File: src/rtl/cpu_sequencer.sv
// Multi-cycle instruction sequencer: fetch/immediate/memory scheduling and datapath strobes.
// Optional single-step control is compiled in with SEQ_STEP_EN.
module cpu_sequencer (
  input  logic       clk,
  input  logic       rst,
`ifdef SEQ_STEP_EN
  input  logic       step_mode,
  input  logic       step,
`endif
  input  logic       run,
  input  logic       mem_ready,
  input  logic [7:0] mem_rdata,
  output logic       mem_req,
  output logic       mem_rw,
  output logic       mem_addr_sel,
  output logic       pc_inc,
  output logic       imm_load,
  output logic       alu_enable,
  output logic [2:0] alu_mode,
  output logic       direct_imm,
  output logic       reg_enable,
  output logic       reg_rw,
  output logic [1:0] rd_sel,
  output logic [1:0] rs_sel,
  output logic       wb_sel,
  output logic       flag_load,
  output logic       busy,
  output logic       instr_done
);

  localparam int unsigned DATA_W = 8;
  localparam int unsigned OP_W   = 4;

  localparam logic [2:0] ALU_ADD  = 3'b000;
  localparam logic [2:0] ALU_SUB  = 3'b001;
  localparam logic [2:0] ALU_AND  = 3'b010;
  localparam logic [2:0] ALU_OR   = 3'b011;
  localparam logic [2:0] ALU_XOR  = 3'b100;
  localparam logic [2:0] ALU_CMP  = 3'b101;
  localparam logic [2:0] ALU_PASS = 3'b110;

  typedef enum logic [2:0] {
    S_IDLE   = 3'd0,
    S_FETCH  = 3'd1,
    S_DECODE = 3'd2,
    S_IMM    = 3'd3,
    S_EXEC   = 3'd4,
    S_MEM    = 3'd5,
    S_WB     = 3'd6
  } state_t;

  state_t            state, state_nx;
  logic [DATA_W-1:0] ir;
  logic [OP_W-1:0]   opcode;
  logic              is_imm, is_ld, is_st, is_cmp;
  logic [2:0]        op_mode;
  logic              start_ok, cont;

  // State and instruction register; IR loads only when the opcode byte arrives
  always_ff @(posedge clk) begin
    if (rst) begin
      state <= S_IDLE;
      ir    <= '0;
    end else begin
      state <= state_nx;
      if (state == S_FETCH && mem_ready) ir <= mem_rdata;
    end
  end

  assign opcode = ir[7:4];

  // Opcode class and ALU mode decode
  always_comb begin
    is_imm  = 1'b0;
    is_ld   = 1'b0;
    is_st   = 1'b0;
    is_cmp  = 1'b0;
    op_mode = ALU_ADD;
    case (opcode)
      4'b0000: is_ld = 1'b1;
      4'b0001: is_st = 1'b1;
      4'b0011: op_mode = ALU_PASS;
      4'b0010: begin op_mode = ALU_PASS; is_imm = 1'b1; end
      4'b0100: op_mode = ALU_ADD;
      4'b1100: begin op_mode = ALU_ADD;  is_imm = 1'b1; end
      4'b0101: op_mode = ALU_SUB;
      4'b1101: begin op_mode = ALU_SUB;  is_imm = 1'b1; end
      4'b0110: op_mode = ALU_AND;
      4'b1110: begin op_mode = ALU_AND;  is_imm = 1'b1; end
      4'b1000: op_mode = ALU_OR;
      4'b1001: begin op_mode = ALU_OR;   is_imm = 1'b1; end
      4'b1010: op_mode = ALU_XOR;
      4'b1011: begin op_mode = ALU_XOR;  is_imm = 1'b1; end
      4'b0111: begin op_mode = ALU_CMP;  is_cmp = 1'b1; end
      4'b1111: begin op_mode = ALU_CMP;  is_cmp = 1'b1; is_imm = 1'b1; end
      default: op_mode = ALU_ADD;
    endcase
  end

  // Start/continue policy; single-step forces a return to IDLE after each instruction
`ifdef SEQ_STEP_EN
  assign start_ok = step_mode ? step : run;
  assign cont     = step_mode ? 1'b0 : run;
`else
  assign start_ok = run;
  assign cont     = run;
`endif

  // Next-state and strobe decode from registered state and IR
  always_comb begin
    state_nx     = state;
    mem_req      = 1'b0;
    mem_rw       = 1'b0;
    mem_addr_sel = 1'b0;
    pc_inc       = 1'b0;
    imm_load     = 1'b0;
    alu_enable   = 1'b0;
    alu_mode     = ALU_ADD;
    direct_imm   = 1'b0;
    reg_enable   = 1'b0;
    reg_rw       = 1'b0;
    wb_sel       = 1'b0;
    flag_load    = 1'b0;
    instr_done   = 1'b0;
    rd_sel       = ir[3:2];
    rs_sel       = ir[1:0];
    busy         = (state != S_IDLE);
    case (state)
      S_IDLE: begin
        if (start_ok) state_nx = S_FETCH;
      end
      S_FETCH: begin
        mem_req = 1'b1;
        if (mem_ready) begin
          pc_inc   = 1'b1;
          state_nx = S_DECODE;
        end
      end
      S_DECODE: begin
        if (is_imm)              state_nx = S_IMM;
        else if (is_ld || is_st) state_nx = S_MEM;
        else                     state_nx = S_EXEC;
      end
      S_IMM: begin
        mem_req = 1'b1;
        if (mem_ready) begin
          imm_load = 1'b1;
          pc_inc   = 1'b1;
          state_nx = S_EXEC;
        end
      end
      S_EXEC: begin
        alu_enable = 1'b1;
        alu_mode   = op_mode;
        direct_imm = ~is_imm;
        flag_load  = 1'b1;
        if (is_cmp) begin
          instr_done = 1'b1;
          state_nx   = cont ? S_FETCH : S_IDLE;
        end else begin
          state_nx = S_WB;
        end
      end
      S_MEM: begin
        mem_req      = 1'b1;
        mem_addr_sel = 1'b1;
        mem_rw       = is_st;
        reg_enable   = is_st;
        if (mem_ready) begin
          if (is_st) begin
            instr_done = 1'b1;
            state_nx   = cont ? S_FETCH : S_IDLE;
          end else begin
            state_nx = S_WB;
          end
        end
      end
      S_WB: begin
        reg_enable = 1'b1;
        reg_rw     = 1'b1;
        wb_sel     = is_ld;
        instr_done = 1'b1;
        state_nx   = cont ? S_FETCH : S_IDLE;
      end
      default: state_nx = S_IDLE;
    endcase
  end

endmodule

File: config.mk
export PLATFORM = sky130hd
export DESIGN_NAME = cpu_sequencer
export DESIGN_NICKNAME = d
export VERILOG_FILES = /design/src/rtl/cpu_sequencer.sv
export SDC_FILE = /design/constraint.sdc
export NUM_CORES = 1
export LEC_CHECK = 0
export CORE_AREA = 2 2 43 55
export DETAILED_ROUTE_END_ITERATION = 10
export DIE_AREA = 0 0 45 57
export MAX_ROUTING_LAYER = met4
export PLACE_DENSITY = 0.8
export SETUP_SLACK_MARGIN = 0.15
export SLEW_MARGIN = 20
export SYNTH_ARGS = -nofsm -noshare
export SYNTH_HDL_FRONTEND = slang
export SYNTH_SLANG_ARGS = --single-unit
export TNS_END_PERCENT = 100
File: constraint.sdc
create_clock -name clk -period 1.4 [get_ports clk]
set_input_delay 0.28 -clock clk [delete_from_list [all_inputs] [get_ports clk]]
set_output_delay 0.28 -clock clk [all_outputs]
set_load 0.01 [all_outputs]
Word level (Yosys, flattened, before mapping):

Index checks and enable logic that the tools add are counted.

* register bits: 11
* output and inout bits: 20

* multiplexer cells: 31
* bitwise logic cells: 1
* eq/ne operators: 24
* reduce and logical (&&, ||, !) cells: 15

Operator list (number)
* $eq A4 B4 Y1 const B: 8
* $mux W3: 8
* $pmux W3 S7: 1
* $mux W1: 19
* $pmux W3 S6: 1
* $reduce_or A2 Y1: 7
* $eq A4 B3 Y1 const B: 3
* $eq A3 B3 Y1 const B: 3
* $eq A4 B2 Y1 const B: 2
* $ne A2 B2 Y1 const B: 4
* $reduce_or A7 Y1: 1
* $eq A3 B2 Y1 const B: 2
* $eq A4 B1 Y1 const B: 1
* $logic_not A4 Y1: 1
* $reduce_and A4 Y1: 1
* $eq A3 B1 Y1 const B: 1
* $logic_not A3 Y1: 1
* $pmux W1 S3: 1
* $reduce_bool A3 Y1: 1
* $reduce_or A3 Y1: 1
* $pmux W1 S2: 1
* $logic_and A1 B1 Y1: 1
* $logic_or A1 B1 Y1: 1
* $not A1 Y1: 1

Depth between registers and ports, before layout:

* depth in word-level cells: 6
* gate-level depth with buffers: 6

Worst setup path after synthesis:

No wires, ideal clock.

* path type: register to output
* start point: register ir[5]
* end point: output port wb_sel
* slack: -0.089 ns
* buffers on the path: 1
* arrival time: 1.209 ns
* stages on the path, launching flop included: 4
* cells stage by stage: dfxtp_1 buf_4 or4_1 nor3_1

* cells in the longest elaborated chain, start to end: 3

Ends and longest elaborated chain
* start, declared: RTL line 53 `logic [DATA_W-1:0] ir;`
* start signal, assigned: RTL line 66 `if (state == S_FETCH && mem_ready) ir <= mem_rdata;`
* $logic_not A4 Y1: RTL line 79 `case (opcode)`
* $mux W1: RTL line 79
* $mux W1: RTL line 128 `case (state)`
* end, declared: RTL line 25 `output logic wb_sel,`

Every way passes these cells.

Final worst setup path:

* start point: register ir[6]
* end point: output port instr_done

* cells in the longest elaborated chain, start to end: 5
* elaborated cells on any way between the ends: 10
* classes of those cells: 3 x eq/ne; 6 x mux; 1 x reduce/logical

Ends and longest elaborated chain
* $eq A4 B1 Y1 (tied with other cells): RTL line 79
* $mux W1 / $reduce_or A2 Y1 (equally long branches)
* $mux W1, on equally long branches: RTL line 170, 79
* $mux W1, on equally long branches: RTL line 169, 157
* $pmux W1 S3 (*): RTL line 128
* end, declared: RTL line 28 `output logic instr_done`

Every way passes the cells marked *; elsewhere a longest branch is shown, timed or not.

==> results.toml <==
[detailed_routing]
mean_routed_wirelength_per_cell_um = 16.5
detail_route.iter0.violations = 30
totalWireLength_um = 3420
drt_pre_antenna_iters = 4
via_count = 1126
remaining_drc_errors = 0
post_drt_via_cell_ratio = 5.44
final_antenna_net_count = 0

[logic_synthesis]
unique_masters_post_synth = 38
yosys.cell_count.top_type = "nor2_1"
synth_top_area_share_pct = 27.0
synthesis.nets = 118
yosys-top-cells-count = "nor2_1, dfxtp_1, nand2_1"
synth.cell_area_um2 = 817
synth_async_sr_flop_share_pct = 0
synthFlopType = "dfxtp_1"
yosys_warning_count = 0
postSynthAreaPerCell_um2 = 7.71
ys_ff_latch = 11
synth-edff-count = 0
yosys-top-cells-area = "dfxtp_1, nor2_1, mux2i_1, buf_4, nand2_1"
synth_area_leader_cell = "dfxtp_1"
post_synth_inst_count = 106
synth_seq_area_share_pct = 27.0

[sta]
report.final.slew_viol_count = 0
finalClockSkew_ns = 0.00863
finalWorstPathRequiredPeriod_ns = 1.96
postLayoutSetupSlackWorst_ns = -0.564
worst_max_slew_pin_slew_ns = 0.271
worst_rel_slew_slack_pct = 81.8
finalHoldViolCount = 0
max_clock_freq_mhz = 509
final_min_period_over_clock_period_pct = 140
rsz0062_at_grt = "true"
post_route_worst_hold_slack_ns = 0.495
final-setup-viol-count = 26

[worst_hold_path]
whs_path_depth = 2
worstHoldPathType = "reg2reg"
hold_path.startpoint = "ir[1]"
whs_endpoint = "ir[1]"

[worst_setup_path]
regToRegStartpoint = "ir[6]"
r2r_end = "state[0]"
crit_chain = "nor4b_4 > buf_4 > nand3b_1 > nand2_1 > o311a_1 > buf_2"
cpMaxStageDelayCell = "dfxtp_4"
timing.critical_path.fanout_max = 5
timing.reg2reg.setup_slack_ns = -0.23
worst_path_largest_cell_delay_ns = 0.38
critPathLaunchType = "flop"
required_time_of_the_worst_setup_path_ns = 1.12
timing.critical_path.from = "ir[6]"
setup.worst_path.end_class = "output pin"
critical_path_class = "reg2out"
r2r_cells = 8
worst_ep_arrival_time_ns = 1.68

[flow_run]
maxCapViolCount = 0

[placed_design]
gp_congestion = 0.861
dp_hpwl_um = 1870
pre_cts_ws_ns = -0.525
io_buffers = 31

[global_routing]
total_congestion_overflow_after_global_routing = 0
grt_start_max_net_pins = 12
first_global_vias = 1100
global_route_wire_length_before_repair_um = 4790
antenna_found_initial = 0
overall_global_routing_resource_usage_pct = 25.8

[clock_network]
clk_pin_slew_worst_paths_ns = 0.08
number_of_buffers_on_the_longest_clock_path = 2
cts_inserted_buffers = 3
clock-sinks = 11
hold_buffers = 0
cts_tree = "done"
cts_root_buf = "clkbuf_4"
htree_levels = 1
clock_insertion_delay_worst_skew_ns = 0.29

[pwr]
ir_drop_v = 0.000739
total_power_mw = 1.51
power_density_mw_per_mm2 = 869
power.leakage_nw = 0.845

[final_layout]
areaGrowthSynthToFinish_pct = 112
final_net_count = 199
final_layout_size_suffix_gt1_share_pct = 60.8
insertedDiodeCount = 0
fillerInstances = 118

[die]
dieHeight_um = 57
placementRows = 19
fp.coreArea_mm2 = 0.00209
fp.dieW_um = 45
effective_utilization_at_floorplan_pct = 39.1
ioPinCount = 32
dieArea_mm2 = 0.00257

[status]
violations = "negative setup slack"
status = "finished, violations left"
power breakdown:
group	internal [mW]	total [mW]	leakage (nW)	switching, mW
Sequential	0.352	0.398	0.0942	0.0460
Combinational	0.519	0.877	0.735	0.358
Clock	0.111	0.232	0.0150	0.121
Total	0.983	1.51	0.845	0.525
routing by layer:
metal	part of all wire, %	vias up	track usage, %
met4	3.3	0	8.82
li1	-	528	-
met1	36	540	25.3
met3	4.3	11	6.01
met5	0	-	-
met2	57	47	47.1
cell type report:
cell class                      count  area [µm²]  share of cell area [%]
Tap cell                           21        26.3                    1.52
Inverter                            3        11.3                   0.649
Multi-Input combinational cell     77         623                    35.9
Clock buffer                        4        26.3                    1.52
Sequential cell                    11         241                    13.9
Timing Repair Buffer               91         806                    46.5
repair_timing:
item / in CTS / in global routing
pin swaps: 14 / 14
cloned: 0 / 1
endpoints found under the setup margin: 31 / 27
resized for setup: 112 / 29
setup buffers: 15 / 13
endpoints found under the hold margin: 0 / 0
metrics by stage:
stage	setup TNS, ns	util, %	cell area [µm²]	instances
6_report	-5.17	82.9	1730	207
2_1_floorplan	-0.00306	-	851	106
3_3_place_gp	-8.03	62.9	1320	174
5_1_grt	-6.57	82.9	1730	207
3_5_place_dp	-8.97	62.9	1320	174
4_1_cts	-3.95	72.1	1510	193
sequential cells by signal (all words and copies together), names as in the netlist:
name and count:
ir 8, state 3
worst max path at each step:
stage | end | slack [ns] | cells past startpoint
after floorplan | wb_sel | -0.003 | 3
after global placement | instr_done | -0.50 | 5
after detailed placement | instr_done | -0.53 | 5
after CTS | instr_done | -0.42 | 6
after global routing | instr_done | -0.62 | 6
final | instr_done | -0.56 | 6
critical path, delay by kind of cell (launching register included):
family | cells | cell delay [ns]
AO/OA/AOI/OAI | 1 | 0.17
buffers and inverters | 2 | 0.30
flip-flops | 1 | 0.38
AND/OR/NAND/NOR | 3 | 0.56
cell families after synthesis:
kind of cell | Yosys count | synth area share [%]
simple gates | 49 | 33.2
compound gates | 20 | 17.0
mux | 7 | 8.58
flops | 11 | 27.0
xor+xnor | 1 | 1.07
buf+inv | 18 | 13.2
cell usage in the layout (no fill, tap or decap), types with 3 or more instances in the layout:
cell	synthesis	routed
buf_4	8	37
buf_6	1	27
nor2_1	19	14
clkdlybuf4s50_1	0	10
buf_2	2	10
mux2i_1	7	6
nand2_1	9	5
dlygate4sd2_1	0	5
dfxtp_4	0	5
a21oi_1	4	4
o21bai_1	4	4
dfxtp_1	11	4
nand2_4	0	3
nor2_2	0	3
clkbuf_4	0	3
Note: power is estimated with default switching activity, not from simulation.
